**config.mk**
```make
export PLATFORM = sky130hd
export DESIGN_NAME = pulse_stream_gen
export DESIGN_NICKNAME = d
export VERILOG_FILES = /design/src/rtl/pulse_gen_pkg.sv /design/src/rtl/pulse_down_cnt.sv /design/src/rtl/pulse_stream_gen.sv
export SDC_FILE = /design/constraint.sdc
export NUM_CORES = 1
export LEC_CHECK = 0
export BUFFER_PORTS_ARGS = -buffer_cell sky130_fd_sc_hd__buf_2
export CELL_PAD_IN_SITES_DETAIL_PLACEMENT = 0
export CELL_PAD_IN_SITES_GLOBAL_PLACEMENT = 1
export CORE_MARGIN = 10
export CORE_UTILIZATION = 39
export DETAILED_ROUTE_END_ITERATION = 6
export MAX_ROUTING_LAYER = met4
export PLACE_DENSITY = 0.78
export SLEW_MARGIN = 20
export SYNTH_ARGS = -nofsm -noshare
export SYNTH_HDL_FRONTEND = slang
export SYNTH_HIERARCHICAL = 1
export SYNTH_SLANG_ARGS = --single-unit
```
**constraint.sdc**
```tcl
create_clock -name clk -period 1.74 [get_ports clk]
set_input_delay 0.087 -clock clk [delete_from_list [all_inputs] [get_ports clk]]
set_output_delay 0.087 -clock clk [all_outputs]
set_load 0.02 [all_outputs]
```
**src/rtl/pulse_gen_pkg.sv**
```systemverilog
// -----------------------------------------------------------------------------
// pulse_gen_pkg
// Shared types for the pulse stream generator: the state encoding constants
// and the FSM state enum used by pulse_stream_gen.
// -----------------------------------------------------------------------------
package pulse_gen_pkg;

  // State encodings are kept as named constants so other blocks (debug
  // taps, checkers) can decode the state bus without the enum type.
  localparam logic [2:0] ST_IDLE_ENC = 3'd0;
  localparam logic [2:0] ST_STRT_ENC = 3'd1;
  localparam logic [2:0] ST_EMIT_ENC = 3'd2;
  localparam logic [2:0] ST_WAIT_ENC = 3'd3;
  localparam logic [2:0] ST_DONE_ENC = 3'd4;

  typedef enum logic [2:0] {
    IDLE   = ST_IDLE_ENC,
    STRT   = ST_STRT_ENC,
    EMIT   = ST_EMIT_ENC,
    WAIT_G = ST_WAIT_ENC,
    DONE   = ST_DONE_ENC
  } pulse_state_e;

  // Width of a down-counter able to hold (limit-1); at least one bit.
  function automatic int cnt_width(input int limit);
    return (limit > 1) ? $clog2(limit) : 1;
  endfunction

endpackage

```
**src/rtl/pulse_down_cnt.sv**
```systemverilog
// -----------------------------------------------------------------------------
// pulse_down_cnt
// Loadable saturating down-counter with a zero flag. Used both for the
// remaining-pulse count and for the WAIT_G timeout counter.
//
// Ports:
//   clk, rst_n   clock, asynchronous active-low reset (count -> 0)
//   load_i       load load_val_i (takes priority over dec_i)
//   load_val_i   value to load
//   dec_i        decrement enable; holds at zero instead of wrapping
//   zero_o       high while the count is zero
// -----------------------------------------------------------------------------
module pulse_down_cnt #(
  parameter int W = 4
) (
  input  logic         clk,
  input  logic         rst_n,
  input  logic         load_i,
  input  logic [W-1:0] load_val_i,
  input  logic         dec_i,
  output logic         zero_o
);

  logic [W-1:0] cnt_q;
  logic [W-1:0] cnt_d;

  // Next count: load, saturating decrement, or hold.
  always_comb begin
    cnt_d = cnt_q;
    if (load_i) begin
      cnt_d = load_val_i;
    end else if (dec_i && (cnt_q != {W{1'b0}})) begin
      cnt_d = cnt_q - {{(W-1){1'b0}}, 1'b1};
    end else begin
      cnt_d = cnt_q;
    end
  end

  // Count register.
  always_ff @(posedge clk or negedge rst_n) begin
    if (!rst_n) begin
      cnt_q <= {W{1'b0}};
    end else begin
      cnt_q <= cnt_d;
    end
  end

  assign zero_o = (cnt_q == {W{1'b0}});

endmodule

```
**src/rtl/pulse_stream_gen.sv**
```systemverilog
// -----------------------------------------------------------------------------
// pulse_stream_gen
// Launches a stream of `count` pulses on x_out after a one-cycle s_out strobe,
// then waits up to TIMEOUT cycles for the downstream counter's g_in
// acknowledge. Acknowledged streams give a one-cycle done strobe; timeouts and
// premature acknowledges set the sticky err flag.
//
// Configuration macro: PULSE_GAP_EN -- when defined, one x_out=0 cycle is
// inserted between consecutive pulses (N pulses span 2N-1 cycles).
//
// Ports:
//   clk     clock
//   rst_n   asynchronous active-low reset
//   start   launch request, sampled only in IDLE
//   count   number of pulses, latched on an accepted start
//   g_in    completion acknowledge from the downstream counter
//   s_out   one-cycle start strobe
//   x_out   pulse stream
//   busy    high outside IDLE
//   done    one-cycle strobe on an acknowledged stream
//   err     sticky error, cleared by the next accepted start
//
// All outputs are registered from next-state values so they line up with
// the state they describe.
// -----------------------------------------------------------------------------
module pulse_stream_gen
  import pulse_gen_pkg::*;
#(
  parameter int CNT_W   = 4,
  parameter int TIMEOUT = 8
) (
  input  logic             clk,
  input  logic             rst_n,
  input  logic             start,
  input  logic [CNT_W-1:0] count,
  input  logic             g_in,
  output logic             s_out,
  output logic             x_out,
  output logic             busy,
  output logic             done,
  output logic             err
);

  localparam int WAIT_W = cnt_width(TIMEOUT);

  pulse_state_e state_q, state_d;
  logic         err_q, err_d;
  logic         s_q, x_q, busy_q, done_q;
  logic         x_d;

  logic rem_load, rem_dec, rem_zero;
  logic wait_load, wait_dec, wait_zero;

`ifdef PULSE_GAP_EN
  logic gap_q, gap_d;
`endif

  // Remaining-pulse counter. STRT pre-decrements, so EMIT runs while the
  // count walks N-1 .. 0 and leaves on the pulse where it reads zero.
  pulse_down_cnt #(.W(CNT_W)) u_rem_cnt (
    .clk        (clk),
    .rst_n      (rst_n),
    .load_i     (rem_load),
    .load_val_i (count),
    .dec_i      (rem_dec),
    .zero_o     (rem_zero)
  );

  // Wait counter: loaded with TIMEOUT-1 on entry to WAIT_G, so reaching zero
  // marks the TIMEOUT-th WAIT_G cycle (g_in is still honoured in that cycle).
  pulse_down_cnt #(.W(WAIT_W)) u_wait_cnt (
    .clk        (clk),
    .rst_n      (rst_n),
    .load_i     (wait_load),
    .load_val_i (WAIT_W'(TIMEOUT - 1)),
    .dec_i      (wait_dec),
    .zero_o     (wait_zero)
  );

  // Next-state, counter control and error logic.
  always_comb begin
    state_d   = state_q;
    err_d     = err_q;
    rem_load  = 1'b0;
    rem_dec   = 1'b0;
    wait_load = 1'b0;
    wait_dec  = 1'b0;
`ifdef PULSE_GAP_EN
    gap_d     = 1'b0;
`endif
    case (state_q)
      IDLE: begin
        // g_in is deliberately not examined here.
        if (start) begin
          rem_load = 1'b1;
          err_d    = 1'b0;
          state_d  = STRT;
        end else begin
          state_d  = IDLE;
        end
      end
      STRT: begin
        if (g_in) begin
          err_d   = 1'b1;
          state_d = IDLE;
        end else if (rem_zero) begin
          wait_load = 1'b1;
          state_d   = WAIT_G;
        end else begin
          rem_dec = 1'b1;
          state_d = EMIT;
        end
      end
      EMIT: begin
`ifdef PULSE_GAP_EN
        if (g_in) begin
          err_d   = 1'b1;
          state_d = IDLE;
        end else if (gap_q) begin
          state_d = EMIT;
        end else if (rem_zero) begin
          wait_load = 1'b1;
          state_d   = WAIT_G;
        end else begin
          rem_dec = 1'b1;
          gap_d   = 1'b1;
          state_d = EMIT;
        end
`else
        if (g_in) begin
          err_d   = 1'b1;
          state_d = IDLE;
        end else if (rem_zero) begin
          wait_load = 1'b1;
          state_d   = WAIT_G;
        end else begin
          rem_dec = 1'b1;
          state_d = EMIT;
        end
`endif
      end
      WAIT_G: begin
        if (g_in) begin
          state_d = DONE;
        end else if (wait_zero) begin
          err_d   = 1'b1;
          state_d = IDLE;
        end else begin
          wait_dec = 1'b1;
          state_d  = WAIT_G;
        end
      end
      DONE: begin
        state_d = IDLE;
      end
      default: begin
        state_d = IDLE;
      end
    endcase
  end

  // Pulse output decode: high in EMIT except on gap cycles.
  always_comb begin
`ifdef PULSE_GAP_EN
    x_d = (state_d == EMIT) && !gap_d;
`else
    x_d = (state_d == EMIT);
`endif
  end

  // State, sticky error and registered outputs.
  always_ff @(posedge clk or negedge rst_n) begin
    if (!rst_n) begin
      state_q <= IDLE;
      err_q   <= 1'b0;
      s_q     <= 1'b0;
      x_q     <= 1'b0;
      busy_q  <= 1'b0;
      done_q  <= 1'b0;
    end else begin
      state_q <= state_d;
      err_q   <= err_d;
      s_q     <= (state_d == STRT);
      x_q     <= x_d;
      busy_q  <= (state_d != IDLE);
      done_q  <= (state_d == DONE);
    end
  end

`ifdef PULSE_GAP_EN
  // Gap phase flag: set for the idle cycle following each non-final pulse.
  always_ff @(posedge clk or negedge rst_n) begin
    if (!rst_n) begin
      gap_q <= 1'b0;
    end else begin
      gap_q <= gap_d;
    end
  end
`endif

  assign s_out = s_q;
  assign x_out = x_q;
  assign busy  = busy_q;
  assign done  = done_q;
  assign err   = err_q;

endmodule

```
# Word-level counts from Yosys, hierarchy flattened
# Index checks and enable logic that the tools add are counted.
[totals]
ff_bits = 15
input_bits = 8
output_inout_bits = 5
elab_cells = 59
[op_classes]
addsub = 2
n_eq_ne = 10
n_mux = 26
n_reduce_logical = 13
[op_table]
columns = ["op", "count"]
rows = [
  ["1-bit two-way mux", 17],
  ["3-bit two-way mux", 4],
  ["3-bit by 2-bit == test with 1-bit output, second input constant", 3],
  ["3-bit case mux with 3 select lines", 1],
  ["3-bit nonzero test", 3],
  ["4-bit two-way mux", 2],
  ["3-bit by 1-bit == test with 1-bit output, second input constant", 2],
  ["3-bit logical NOT", 2],
  ["5-bit AND reduction", 1],
  ["4-bit logical NOT", 1],
  ["2-bit by 1-bit inequality test with 1-bit output, second input constant", 2],
  ["2-bit inequality test, second input constant", 2],
  ["2-bit nonzero test", 2],
  ["4-bit nonzero test", 1],
  ["4-bit by 1-bit subtractor with 4-bit output, second input constant", 1],
  ["3-bit == test, second input constant", 1],
  ["1-bit case mux with 3 select lines", 1],
  ["3-bit by 1-bit subtractor with 3-bit output, second input constant", 1],
  ["1-bit logical AND", 2],
  ["2-bit two-way mux", 1],
  ["2-bit OR reduction", 1],
]

# Logic depth before layout (Yosys ltp)
[logic_depth]
depth_word = 7
mapped_depth = 7
mapped_depth_nobuf = 7

# Cells and area by module
# The synthesis kept the hierarchy.
[modules_own_cells]
columns = ["module", "instances", "cells_each", "area_each_um2", "seq_area_each_um2"]
rows = [
  ["pulse_stream_gen", 1, 38, 437.9, 200.2],
  ["pulse_down_cnt at u_rem_cnt", 1, 27, 270.3, 100.1],
  ["pulse_down_cnt at u_wait_cnt", 1, 19, 207.7, 75.1],
]

# Worst setup path after synthesis
# Ideal clock, no wire load.
[synth_path]
path_kind = "register -> register"
start = "register u_rem_cnt.cnt_q[0]"
end = "register u_wait_cnt.cnt_q[0]"
setup_time_ns = 0.126
arrival_time_ns = 1.768
t_required_ns = 1.614
slack_ns = -0.154
path_stages_with_launch = 8
path_buffers = 1
period_less_slack_ns = 1.894
cell_sequence = "dfrtp_1 inv_1 ha_1 nor3b_2 and3_1 buf_6 and2b_4 a221o_1"
[synth_via]
elab_chain_len = 5
word_cells_on_any_way = 6
cone_classes = "mux (4); reduce/logical (2)"
[synth_rtl]
columns = ["element", "line", "rtl"]
rows = [
  ["from (decl)", "pulse_down_cnt.sv:24", "logic [W-1:0] cnt_q;"],
  ["from (signal assigned)", "pulse_down_cnt.sv:42", "cnt_q <= {W{1'b0}};"],
  ["from (signal assigned)", "pulse_down_cnt.sv:44", "cnt_q <= cnt_d;"],
  ["4-bit logical NOT *", "pulse_down_cnt.sv:48", "assign zero_o = (cnt_q == {W{1'b0}});"],
  ["net rem_zero", "pulse_stream_gen.sv:51", "logic rem_load, rem_dec, rem_zero;"],
  ["1-bit two-way mux *", "pulse_stream_gen.sv:106, pulse_stream_gen.sv:133", ""],
  ["1-bit two-way mux *", "pulse_stream_gen.sv:130", "if (g_in) begin"],
  ["1-bit two-way mux *", "n/a", ""],
  ["net wait_load", "pulse_stream_gen.sv:52", "logic wait_load, wait_dec, wait_zero;"],
  ["3-bit two-way mux or 2-bit nonzero test (tied branches)", "n/a", ""],
  ["to (signal assigned)", "pulse_down_cnt.sv:42", ""],
  ["to (signal assigned)", "pulse_down_cnt.sv:44", ""],
  ["to (decl)", "pulse_down_cnt.sv:24", ""],
]
# The timed path passes the listed nets; every way through them passes the cells marked *.
# A chain may end at the register's enable or synchronous reset.

# Worst setup path in the final report
[layout_path]
start = "register state_q[0]"
end = "register u_rem_cnt.cnt_q[1]"
[layout_via]
elab_chain_len = 5
word_cells_on_any_way = 9
cone_classes = "eq/ne (2); mux (3); reduce/logical (4)"
[layout_rtl]
columns = ["element", "line", "rtl"]
rows = [
  ["from (decl)", "pulse_stream_gen.sv:46", "pulse_state_e state_q, state_d;"],
  ["from (signal assigned)", "pulse_stream_gen.sv:181", "state_q <= state_d;"],
  ["3-bit by 2-bit == test with 1-bit output or 3-bit by 1-bit == test with 1-bit output (tied branches)", "pulse_stream_gen.sv:91", "case (state_q)"],
  ["2-bit OR reduction (no source line) *", "n/a", ""],
  ["1-bit two-way mux *", "n/a", ""],
  ["net rem_dec", "pulse_stream_gen.sv:51", ""],
  ["1-bit logical AND *", "pulse_down_cnt.sv:32", "end else if (dec_i && (cnt_q != {W{1'b0}})) begin"],
  ["2-bit nonzero test (no source line) *", "n/a", ""],
]
# Marked as above.

==> impl_metrics.json <==
{
  "worstHoldPathType": "in2reg",
  "powerDensity_nw_per_um2": 1660,
  "start_util_pct": 41.0,
  "fp.dieH_um": 68.5,
  "place_inst": 136,
  "synth_area_sq_um": 916,
  "drive_above_1_share_pct": 44.7,
  "reg2reg_depth": 7,
  "io_buffers": 12,
  "crit_arrival_ns": 1.87,
  "diodes": 0,
  "irDropWorstVdd_v": 0.00114,
  "ant_nets": 0,
  "drc_errors": 0,
  "numCtsBuffers": 3,
  "drv_cap": 0,
  "fin_skew_ns": 0.00204,
  "syn_inst": 84,
  "synth_seq_cells": 15,
  "finalCritPeriodShare_pct": 96.0,
  "antenna_found_initial": 0,
  "root_buffer": "clkbuf_4",
  "rsz0062_at_grt": "yes",
  "ios": 13,
  "finalSetupViolCount": 0,
  "grt_pass1_wl_um": 3110,
  "drtPass1Iterations": 4,
  "hold_ws_ns": 0.0180,
  "fmax_mhz": 599,
  "grt_pass1_vias": 720,
  "final.min_clock_period_ns": 1.67,
  "critPathMaxFanout": 4,
  "required_ns": 1.94,
  "place_area_sq_um": 1100,
  "routabilityCongestion": 0.747,
  "hold_viol_final": 0,
  "nets": 126,
  "yosys.area.top_type_share_pct": 41.0,
  "finalMaxSlewViolations": 0,
  "via_per_inst": 4.96,
  "drt-initial-drc-count": 20,
  "finalSetupTns_ns": 0,
  "nFillCells": 207,
  "fin_cells": 142,
  "dieArea_sq_um": 4690,
  "track_usage_pct": 8.86,
  "end_kind": "register",
  "synth_area_leader_cell": "dfrtp_1",
  "wire_per_inst_um": 12.7,
  "finish.utilization_pct": 54.1,
  "grt_max_degree": 16,
  "area_growth_pct": 31.8,
  "clock-sinks": 15,
  "place_ws_ns": -0.0903,
  "h-tree-depth": 1,
  "finalWorstSetupSlack_ns": 0.0702,
  "rows": 17,
  "power.total_mw": 2.01,
  "grt_overflow": 0,
  "ys_seq_area_share_pct": 41.0,
  "worstSetupStartpointType": "register",
  "crit_type": "reg2reg",
  "ys_warn_count": 6,
  "clk_path_buf_depth": 2,
  "multi_input_area_sq_um": 541,
  "whs_path_depth": 3,
  "place.detailed.hpwl_um": 1430,
  "syn_area_per_cell_sq_um": 10.9,
  "fp.dieW_um": 68.5,
  "wl_um": 1800,
  "synth_cell_type_count": 35,
  "final_area_sq_um": 1210,
  "cts_tree": "done",
  "outcome": "complete, no violations",
  "clkSlewWorstSetupHoldPaths_ns": 0.09,
  "power.leakage_nw": 0.551,
  "ff_latch_area_sq_um": 377,
  "vias": 704,
  "synthTopCellsByArea": "dfrtp_1, buf_6, a221o_1",
  "design.core.area_sq_um": 2230,
  "clk_latency_ns": 0.28
}
state kept, by name, indices dropped and copies added (netlist names):
signal            cells
u_wait_cnt/cnt_q      3
done                  1
state_q               3
u_rem_cnt/cnt_q       4
busy                  1
s_out                 1
x_out                 1
err                   1
cell usage after synthesis:
master,instances
nor3_1,3
xor2_4,1
nor4b_1,4
a21oi_2,1
o31a_1,1
nor4b_2,1
a21o_2,1
nor3b_2,2
nand2_1,5
inv_1,7
ha_1,3
and3_1,1
conb_1,1
a31o_2,1
or2b_1,2
buf_6,4
and2b_4,1
a31oi_1,1
nor2b_1,2
a21o_1,1
buf_2,1
nor3b_1,3
dfrtp_1,15
nor4_1,1
o21ai_0,3
o21a_1,1
a21oi_1,2
nand3_1,1
nand2b_1,2
a221o_1,4
o211ai_2,1
nor2_1,3
and4b_1,2
nor4b_4,1
or4_1,1
logic make-up after synthesis:
group,Yosys count,synth area share (%)
AOI/OAI and AO/OA,17,14.6
xor gates and xnor gates,1,3.01
adders and majority gates,3,4.10
buffers and inverters,12,8.33
DFF,15,41.0
other,1,0.409
and+or+nand+nor,35,28.5
final cells by class:
class / count / area share [%]
tap: 28 / 2.90
sequential: 15 / 31.2
clock buffer: 4 / 2.18
multi-input combinational: 59 / 44.8
inverter: 7 / 2.18
timing repair buffer: 29 / 16.8
timing repair:
item / CTS / global route
gates cloned: 0 / 0
endpoints found under the setup margin: 3 / 6
gates resized for setup: 3 / 10
pin swaps: 0 / 3
hold buffers: 1 / 0
hold endpoints to repair: 15 / 0
buffers inserted: 0 / 1
worst max-delay path, cell delays in order, from the launching register on:
cell and delay (ns):
dfrtp_1 0.39, buf_4 0.16, xor2_4 0.12, nand2_1 0.10
nor2_2 0.16, inv_1 0.10, or4_1 0.49, o211ai_2 0.09
routing by layer:
layer	track usage (%)	share of wire, %
met5	-	0
met4	5.03	0.89
met3	2.28	3.7
met2	13.8	50
met1	10.0	46
placed cells by master, fill, tap and decap left out, drive strengths merged:
master       count
o211ai           1
a21o             2
nand3            1
ha               3
nor4b            6
and3             1
inv              7
dlygate4sd3      1
nor3b            5
a221o            4
a21oi            3
nor2b            2
a31o             1
buf             28
nor4             1
nand2            5
or4              1
nor2             3
o21a             1
o31a             1
dfrtp           15
and4b            2
nand2b           2
conb             3
nor3             3
a31oi            1
clkbuf           4
o21ai            3
and2b            1
or2b             2
xor2             1
report_power, final:
part | switching [mW] | internal, mW
Sequential | 0.105 | 0.499
Combinational | 0.580 | 0.625
Clock | 0.110 | 0.0888
worst paths after layout:
kind	endpoint	from	slack (ns)
max	u_rem_cnt/cnt_q[1]	state_q[0]	0.07
min	u_rem_cnt/cnt_q[1]	count[1]	0.02
max reg2reg	u_rem_cnt/cnt_q[1]	state_q[0]	0.07
min reg2reg	err	err	0.55
max in group asynchronous	state_q[1]	rst_n	1.24
min in group asynchronous	err	rst_n	0.23
No activity file was read; power rests on OpenSTA's default activity.
